## config.mk

```make
export PLATFORM = sky130hd
export DESIGN_NAME = rv32i_mem_loader
export DESIGN_NICKNAME = d
export VERILOG_FILES = /design/src/rtl/rv32i_loader_pkg.sv /design/src/rtl/rv32i_mem_loader.sv
export SDC_FILE = /design/constraint.sdc
export NUM_CORES = 1
export LEC_CHECK = 0
export ABC_CLOCK_PERIOD_IN_PS = 3800
export BUFFER_PORTS_ARGS = -buffer_cell sky130_fd_sc_hd__clkbuf_2
export CAP_MARGIN = 25
export CORE_AREA = 2 2 93 95
export CTS_CLUSTER_SIZE = 25
export DETAILED_ROUTE_END_ITERATION = 6
export DIE_AREA = 0 0 95 97
export MAX_ROUTING_LAYER = met4
export PLACE_DENSITY = 0.8
export SYNTH_ARGS = -nofsm -noshare
export SYNTH_HDL_FRONTEND = slang
export SYNTH_SLANG_ARGS = --single-unit
```

## constraint.sdc

```tcl
create_clock -name clk -period 3.8 [get_ports clk]
set_input_delay 0.19 -clock clk [delete_from_list [all_inputs] [get_ports clk]]
set_output_delay 0.19 -clock clk [all_outputs]
set_load 0.02 [all_outputs]
```

## src/rtl/rv32i_loader_pkg.sv

```systemverilog
// Shared types for the rv32i program-image loader and dmem users.
// Loader states, header length and byte/address types.
package rv32i_loader_pkg;

  localparam int HDR_BYTES = 4;

  typedef logic [7:0]  byte_t;
  typedef logic [15:0] addr_t;

  typedef enum logic [3:0] {
    IDLE,
    HDR0,
    HDR1,
    HDR2,
    HDR3,
    DATA,
    WRITE,
    CSUM,
    DONE,
    ERROR
  } loader_state_t;

endpackage

```

## src/rtl/rv32i_mem_loader.sv

```systemverilog
// Streams a framed program image into dmem, holding the core in reset until done.
// Optional trailing checksum byte: define LOADER_CHECKSUM_EN.
module rv32i_mem_loader
  import rv32i_loader_pkg::*;
#(
  parameter int DATA_WIDTH = 32,
  parameter int ADDR_WIDTH = 16,
  parameter bit AUTO_START = 1'b1
) (
  input  logic                  clk,
  input  logic                  rst_n,
  input  logic                  start,
  input  logic [7:0]            s_data,
  input  logic                  s_valid,
  output logic                  s_ready,
  output logic [DATA_WIDTH-1:0] daddr,
  output logic [DATA_WIDTH-1:0] ddout,
  output logic                  dwe0,
  output logic                  dwe1,
  output logic                  dwe2,
  output logic                  core_rst,
  output logic                  busy,
  output logic                  done,
  output logic                  err
);

  loader_state_t state;
  addr_t         addr;
  addr_t         cnt;
  logic          xfer;

  assign xfer = s_valid & s_ready;
  assign dwe1 = 1'b0;
  assign dwe2 = 1'b0;

`ifdef LOADER_CHECKSUM_EN
  byte_t sum;
  logic  err_q;
  assign err = err_q;
`else
  assign err = 1'b0;
`endif

  always_ff @(posedge clk or negedge rst_n) begin
    if (!rst_n) begin
      state    <= AUTO_START ? HDR0 : IDLE;
      addr     <= '0;
      cnt      <= '0;
      s_ready  <= 1'b0;
      daddr    <= '0;
      ddout    <= '0;
      dwe0     <= 1'b0;
      core_rst <= 1'b1;
      busy     <= 1'b0;
      done     <= 1'b0;
`ifdef LOADER_CHECKSUM_EN
      sum      <= '0;
      err_q    <= 1'b0;
`endif
    end else begin
      dwe0 <= 1'b0;
      unique case (state)
        IDLE: begin
          s_ready  <= 1'b0;
          core_rst <= 1'b1;
          if (start) begin
            state   <= HDR0;
            s_ready <= 1'b1;
            busy    <= 1'b1;
          end
        end
        HDR0, HDR1, HDR2, HDR3: begin
          // ready comes up one cycle after reset/arming
          s_ready <= 1'b1;
          busy    <= 1'b1;
          if (xfer) begin
`ifdef LOADER_CHECKSUM_EN
            sum <= sum + s_data;
`endif
            unique case (state)
              HDR0: begin
                addr[15:8] <= s_data;
                state      <= HDR1;
              end
              HDR1: begin
                addr[7:0] <= s_data;
                state     <= HDR2;
              end
              HDR2: begin
                cnt[15:8] <= s_data;
                state     <= HDR3;
              end
              default: begin
                cnt[7:0] <= s_data;
                if ({cnt[15:8], s_data} != 16'd0) begin
                  state <= DATA;
                end else begin
`ifdef LOADER_CHECKSUM_EN
                  state <= CSUM;
`else
                  state    <= DONE;
                  s_ready  <= 1'b0;
                  busy     <= 1'b0;
                  done     <= 1'b1;
                  core_rst <= 1'b0;
`endif
                end
              end
            endcase
          end
        end
        DATA: begin
          if (xfer) begin
            daddr   <= DATA_WIDTH'(addr[ADDR_WIDTH-1:0]);
            ddout   <= DATA_WIDTH'(s_data);
            dwe0    <= 1'b1;
            s_ready <= 1'b0;
            state   <= WRITE;
`ifdef LOADER_CHECKSUM_EN
            sum <= sum + s_data;
`endif
          end
        end
        WRITE: begin
          addr <= addr + 16'd1;
          cnt  <= cnt - 16'd1;
          if (cnt != 16'd1) begin
            state   <= DATA;
            s_ready <= 1'b1;
          end else begin
`ifdef LOADER_CHECKSUM_EN
            state   <= CSUM;
            s_ready <= 1'b1;
`else
            state    <= DONE;
            busy     <= 1'b0;
            done     <= 1'b1;
            core_rst <= 1'b0;
`endif
          end
        end
`ifdef LOADER_CHECKSUM_EN
        CSUM: begin
          s_ready <= 1'b1;
          if (xfer) begin
            s_ready <= 1'b0;
            busy    <= 1'b0;
            if (byte_t'(sum + s_data) == 8'h00) begin
              state    <= DONE;
              done     <= 1'b1;
              core_rst <= 1'b0;
            end else begin
              state <= ERROR;
              err_q <= 1'b1;
            end
          end
        end
`endif
        DONE, ERROR: begin
          s_ready <= 1'b0;
          if (start) begin
            state    <= HDR0;
            s_ready  <= 1'b1;
            busy     <= 1'b1;
            done     <= 1'b0;
            core_rst <= 1'b1;
`ifdef LOADER_CHECKSUM_EN
            sum   <= '0;
            err_q <= 1'b0;
`endif
          end
        end
        default: begin
          state   <= IDLE;
          s_ready <= 1'b0;
          busy    <= 1'b0;
        end
      endcase
    end
  end

endmodule

```

# Yosys cells after proc, flatten, opt, wreduce, memory -nomap -nowiden
# Cells that the tools add are included.
# classes
n_addsub	2
mul	0
div_mod_pow	0
order_cmp	0
n_eq_ne	20
n_shift	0
muxes	37
bitwise	2
reduce_logical	19
# ops
operator	n
16-bit case mux with 2 select lines	2
16-bit two-way mux	2
8-bit two-way mux	4
4-bit two-way mux	5
2-bit inequality test (second input constant)	10
1-bit two-way mux	18
3-bit AND reduction	6
16-bit by 1-bit adder with 16-bit output (second input constant)	1
16-bit by 1-bit inequality test with 1-bit output (second input constant)	1
4-bit case mux with 4 select lines	1
16-bit nonzero test	1
16-bit by 1-bit subtractor with 16-bit output (second input constant)	1
4-bit by 3-bit equality test with 1-bit output (second input constant)	3
1-bit case mux with 4 select lines	3
4-bit case mux with 3 select lines	1
6-bit AND reduction	2
4-bit by 2-bit equality test with 1-bit output (second input constant)	2
4-bit equality test (second input constant)	2
3-bit OR reduction	2
4-bit by 1-bit equality test with 1-bit output (second input constant)	1
4-bit zero test	1
2-bit AND reduction	2
4-bit nonzero test	1
4-bit OR reduction	1
other kinds (7)	7
# word_totals
regBits	65
latchBits	0
mem_bits_rw	0
rom_bits	0
in_bits	12
output_inout_bits	72
word_cells	92
n_memories	0

# Depth between registers and ports, before layout
# logic_depth
word_depth	5
mapped_depth	7
depth_no_buf	6

# Worst setup path after synthesis
# No wires, ideal clock.
# synth_timing
path_type	reg-to-reg
from	register cnt[10]
to	register busy
setup_time_ns	0.126
arrival_ns	1.615
required_ns	3.674
path_slack_ns	2.059
path_stages_with_launch	5
path_buffers	0
period_less_slack_ns	1.741
path_cell_list	dfrtp_1 > nor4_4 > nand4_2 > o31a_1 > o32a_1
# synth_via
elab_chain_cells	5
elab_cells_between_ends	8
classes_between	2 x eq/ne; 4 x mux; 2 x reduce/logical
# synth_rtl
item	line_no	rtl
start: declaration	rv32i_mem_loader.sv:29	addr_t cnt;
start signal: assignment	rv32i_mem_loader.sv:90	cnt[15:8] <= s_data;
start signal: assignment	rv32i_mem_loader.sv:126	cnt <= cnt - 16'd1;
16-bit nonzero test	rv32i_mem_loader.sv:95	if ({cnt[15:8], s_data} != 16'd0) begin
1-bit two-way mux	rv32i_mem_loader.sv:95	
1-bit two-way mux	rv32i_mem_loader.sv:80	unique case (state)
1-bit two-way mux	rv32i_mem_loader.sv:76	if (xfer) begin
1-bit case mux with 4 select lines	rv32i_mem_loader.sv:62	unique case (state)
end signal: assignment	rv32i_mem_loader.sv:69	busy <= 1'b1;
end signal: assignment	rv32i_mem_loader.sv:75	busy <= 1'b1;
end signal: assignment	rv32i_mem_loader.sv:103	busy <= 1'b0;
end: declaration	rv32i_mem_loader.sv:22	output logic busy,
# Several ways; a longest one is shown, not always the timed one.
# A chain may end at the register's enable or synchronous reset.

# Worst setup path after layout
# layout_timing
from	register state[2]
to	register cnt[11]
# layout_via
elab_chain_cells	4
elab_cells_between_ends	11
classes_between	7 x eq/ne; 1 x mux; 3 x reduce/logical
# layout_rtl
item	line_no	rtl
start: declaration	rv32i_mem_loader.sv:27	loader_state_t state;
start signal: assignment	rv32i_mem_loader.sv:46	state <= AUTO_START ? HDR0 : IDLE;
4-bit by 2-bit equality test with 1-bit output, or another cell as far along	rv32i_mem_loader.sv:62, rv32i_mem_loader.sv:80	
4-bit OR reduction	rv32i_mem_loader.sv:62	
2-bit inequality test (no line) or 2-bit nonzero test (tied branches)	--	
3-bit AND reduction (no line)	--	
# Several ways; a longest one is shown, not always the timed one.

==> summary.txt <==
DR vias/cell - 6.091
Initial Util - 51.42%
Largest cells by area after synthesis - dfrtp_1, buf_4, mux2_2
Hold crit path type - in -> reg
Worst Reg2Reg Path Length in Cells - 5
Max VDD drop - 361.3 µV
Pleak - 1.961 nW
Synth Area per Inst - 9.616 µm²
WHS - 124.5 ps
Worst EP required - 4000 ps
Worst path max stage delay - 840 ps
Antenna violations before repair - 0
Crit start category - flop
Status - finished clean
Reg clk slew, reported paths - 70 ps
Antenna diodes - 0
Full die area - 9215 µm²
Core Util, Final - 54.84%
Drt pass-1 iters - 5
Dominant cell type by area after synthesis - dfrtp_1
Share of cells above drive strength 1 - 22.86%
Area occupied by multi-input gates - 2203 µm²
Net count, final - 478
Overflow after GRT - 0
Synth top cells by count - dfrtp_1, buf_4, nor2_1
TritonCTS clock tree - done
Syn. warnings - 0
Drt wl/cell - 17.50 µm
Gr usage total - 23.51%
Area growth syn-to-layout - 6.641%
Slew at the pin with the worst max-slew slack - 902.0 ps
Hold Path Stages - 2
DIE HEIGHT - 97 µm
Global-route wire length before repair - 16.39 mm
RR Endpoint - cnt[11]
Initial drt markers - 307
Critical path origin - state[2]
Skew-Pair Late Insertion Delay - 360 ps
Setup TNS - 0 ps
EDFF count, synth - 0
Crit Path Max Fanout - 30
Longest Clk Path Bufs - 2
R2r startpoint - state[2]
PD cells - 727.7 nW/µm²
Die width - 95 µm
IO buf count - 40
DR vias - 3490
Asr flop ratio synth - 100.0%
Min-Delay Startpoint - s_data[3]
Critical Path Sink Type - flop
Routed wire length - 10.03 mm
Distinct cells, synth - 72
R2R setup slack - 1180 ps
Final setup violation count - 0
Final min period - 2618 ps
DPL Wire Length - 7.149 mm
Slew HR - 39.46%
CP arrival - 2820 ps
Clock Sinks - 65
ANT nets after route - 0
Register area - 1629 µm²
Pins Over Slew Limit - 0
I/O Pins - 84
Clock Skew - 10.34 ps
Post-Syn Instances - 435
Hold Vio Cnt, Final - 0
Rows - 33
Setup CP Type - reg -> reg
Cts bufs inserted - 9
Postcts setup bufs - 0
Synth top area share - 37.69%
Root buf cell - clkbuf_8
Worst path cell trace - nand4bb_1 > buf_4 > and2_1 > a31oi_1 > o221ai_1
Most frequent cell after synthesis - dfrtp_1
Top_reg_cell synth - dfrtp_1
CORE AREA - 8134 µm²
Fin crit share - 68.90%
CP max stage cell - dfrtp_1
Gpl congestion - 0.9510
# H-tree levels - 3
Synth Register Bits - 65
Maximum clock rate - 0.3819 GHz
DRC viols - 0
Seq/Total Area, Yosys - 38.95%
Max-Cap Viols - 0
End point of the critical path - cnt[11]
Vias in the first global route - 3182
Largest net degree at the start of global routing - 31
Fillers - 742
Post-Syn Area - 4183 µm²
Unrepaired setup endpoints after global routing - false
what timing repair did:
action / 4_1_cts / 5_1_grt
hold buffers: 1 / 0
resized for setup: 0 / 0
setup endpoints to repair: 0 / 0
endpoints found under the hold margin: 17 / 0
flip-flops by register name, indices dropped and copies added (netlist names), 4 cells and up:
register  count
state         4
cnt          16
daddr        16
ddout         8
addr         16
per-stage QoR:
step	instance area (µm²)	setup slack, ps	cells	total power, W
floorplan	4340	2059	477	0.002342
global placement	4232	1315	554	0.002620
detailed placement	4259	1253	555	0.002675
CTS	4453	1232	572	0.003243
global route	4461	952.3	573	0.003465
finish	4461	1182	573	0.003246
cell type report:
type / count / area share [%]
Multi-Input combinational cell: 331 / 49.40
Tap cell: 105 / 2.945
Inverter: 8 / 0.6732
Clock buffer: 13 / 3.787
Clock inverter: 3 / 0.3366
Sequential cell: 65 / 36.52
Timing Repair Buffer: 48 / 6.339
cells in the final DEF (no fill, tap or decap), types with 7 or more instances in the layout:
| master | count |
|---|---|
| nand3_1 | 7 |
| nor3_1 | 14 |
| nand2_1 | 22 |
| o21ai_0 | 12 |
| conb_1 | 43 |
| dfrtp_1 | 63 |
| a21oi_1 | 21 |
| mux2_2 | 25 |
| inv_1 | 8 |
| o22a_1 | 12 |
| a41oi_1 | 7 |
| a31oi_1 | 12 |
| and2_1 | 10 |
| nor2_1 | 27 |
| clkbuf_8 | 12 |
| clkbuf_2 | 40 |
logic make-up (layout without fill, tap and decap cells):
family | Yosys count | count (layout) | synth area share, %
simple gates | 134 | 134 | 19.38
compound gates | 126 | 126 | 21.81
buf+inv | 81 | 72 | 12.14
flops | 65 | 65 | 38.95
mux | 25 | 25 | 6.730
fa+ha+maj | 3 | 3 | 0.8975
other cells | 1 | 43 | 0.08965
metal layers:
| layer | part of all wire [%] | global-route usage, % | wire length, µm |
|---|---|---|---|
| met4 | 1.6 | 9.810 | 163 |
| met5 | 0 | - | 0 |
| met3 | 7.5 | 3.816 | 748 |
| met2 | 47 | 33.55 | 4699 |
| met1 | 44 | 33.15 | 4416 |
power by group:
| group | total, W | internal, W | switching, W |
|---|---|---|---|
| registers | 0.00140 | 0.000995 | 0.000403 |
| logic | 0.00129 | 0.000550 | 0.000738 |
| clock network | 0.000559 | 0.000287 | 0.000272 |
| total | 0.00325 | 0.00183 | 0.00141 |
critical path, delay by kind of cell (launching register included):
kind	cells	cell delay [ps]
and+or+nand+nor	2	890
DFF	1	840
buffers and inverters	1	430
AOI/OAI and AO/OA	2	290
worst min path at each step:
stage	slack (ps)	end
3_3_place_gp	440	daddr[1]
4_1_cts	120	ddout[3]
2_1_floorplan	-110	addr[0]
3_5_place_dp	210	daddr[4]
6_report	120	ddout[3]
5_1_grt	130	ddout[3]
No activity file was read; power rests on OpenSTA's default activity.
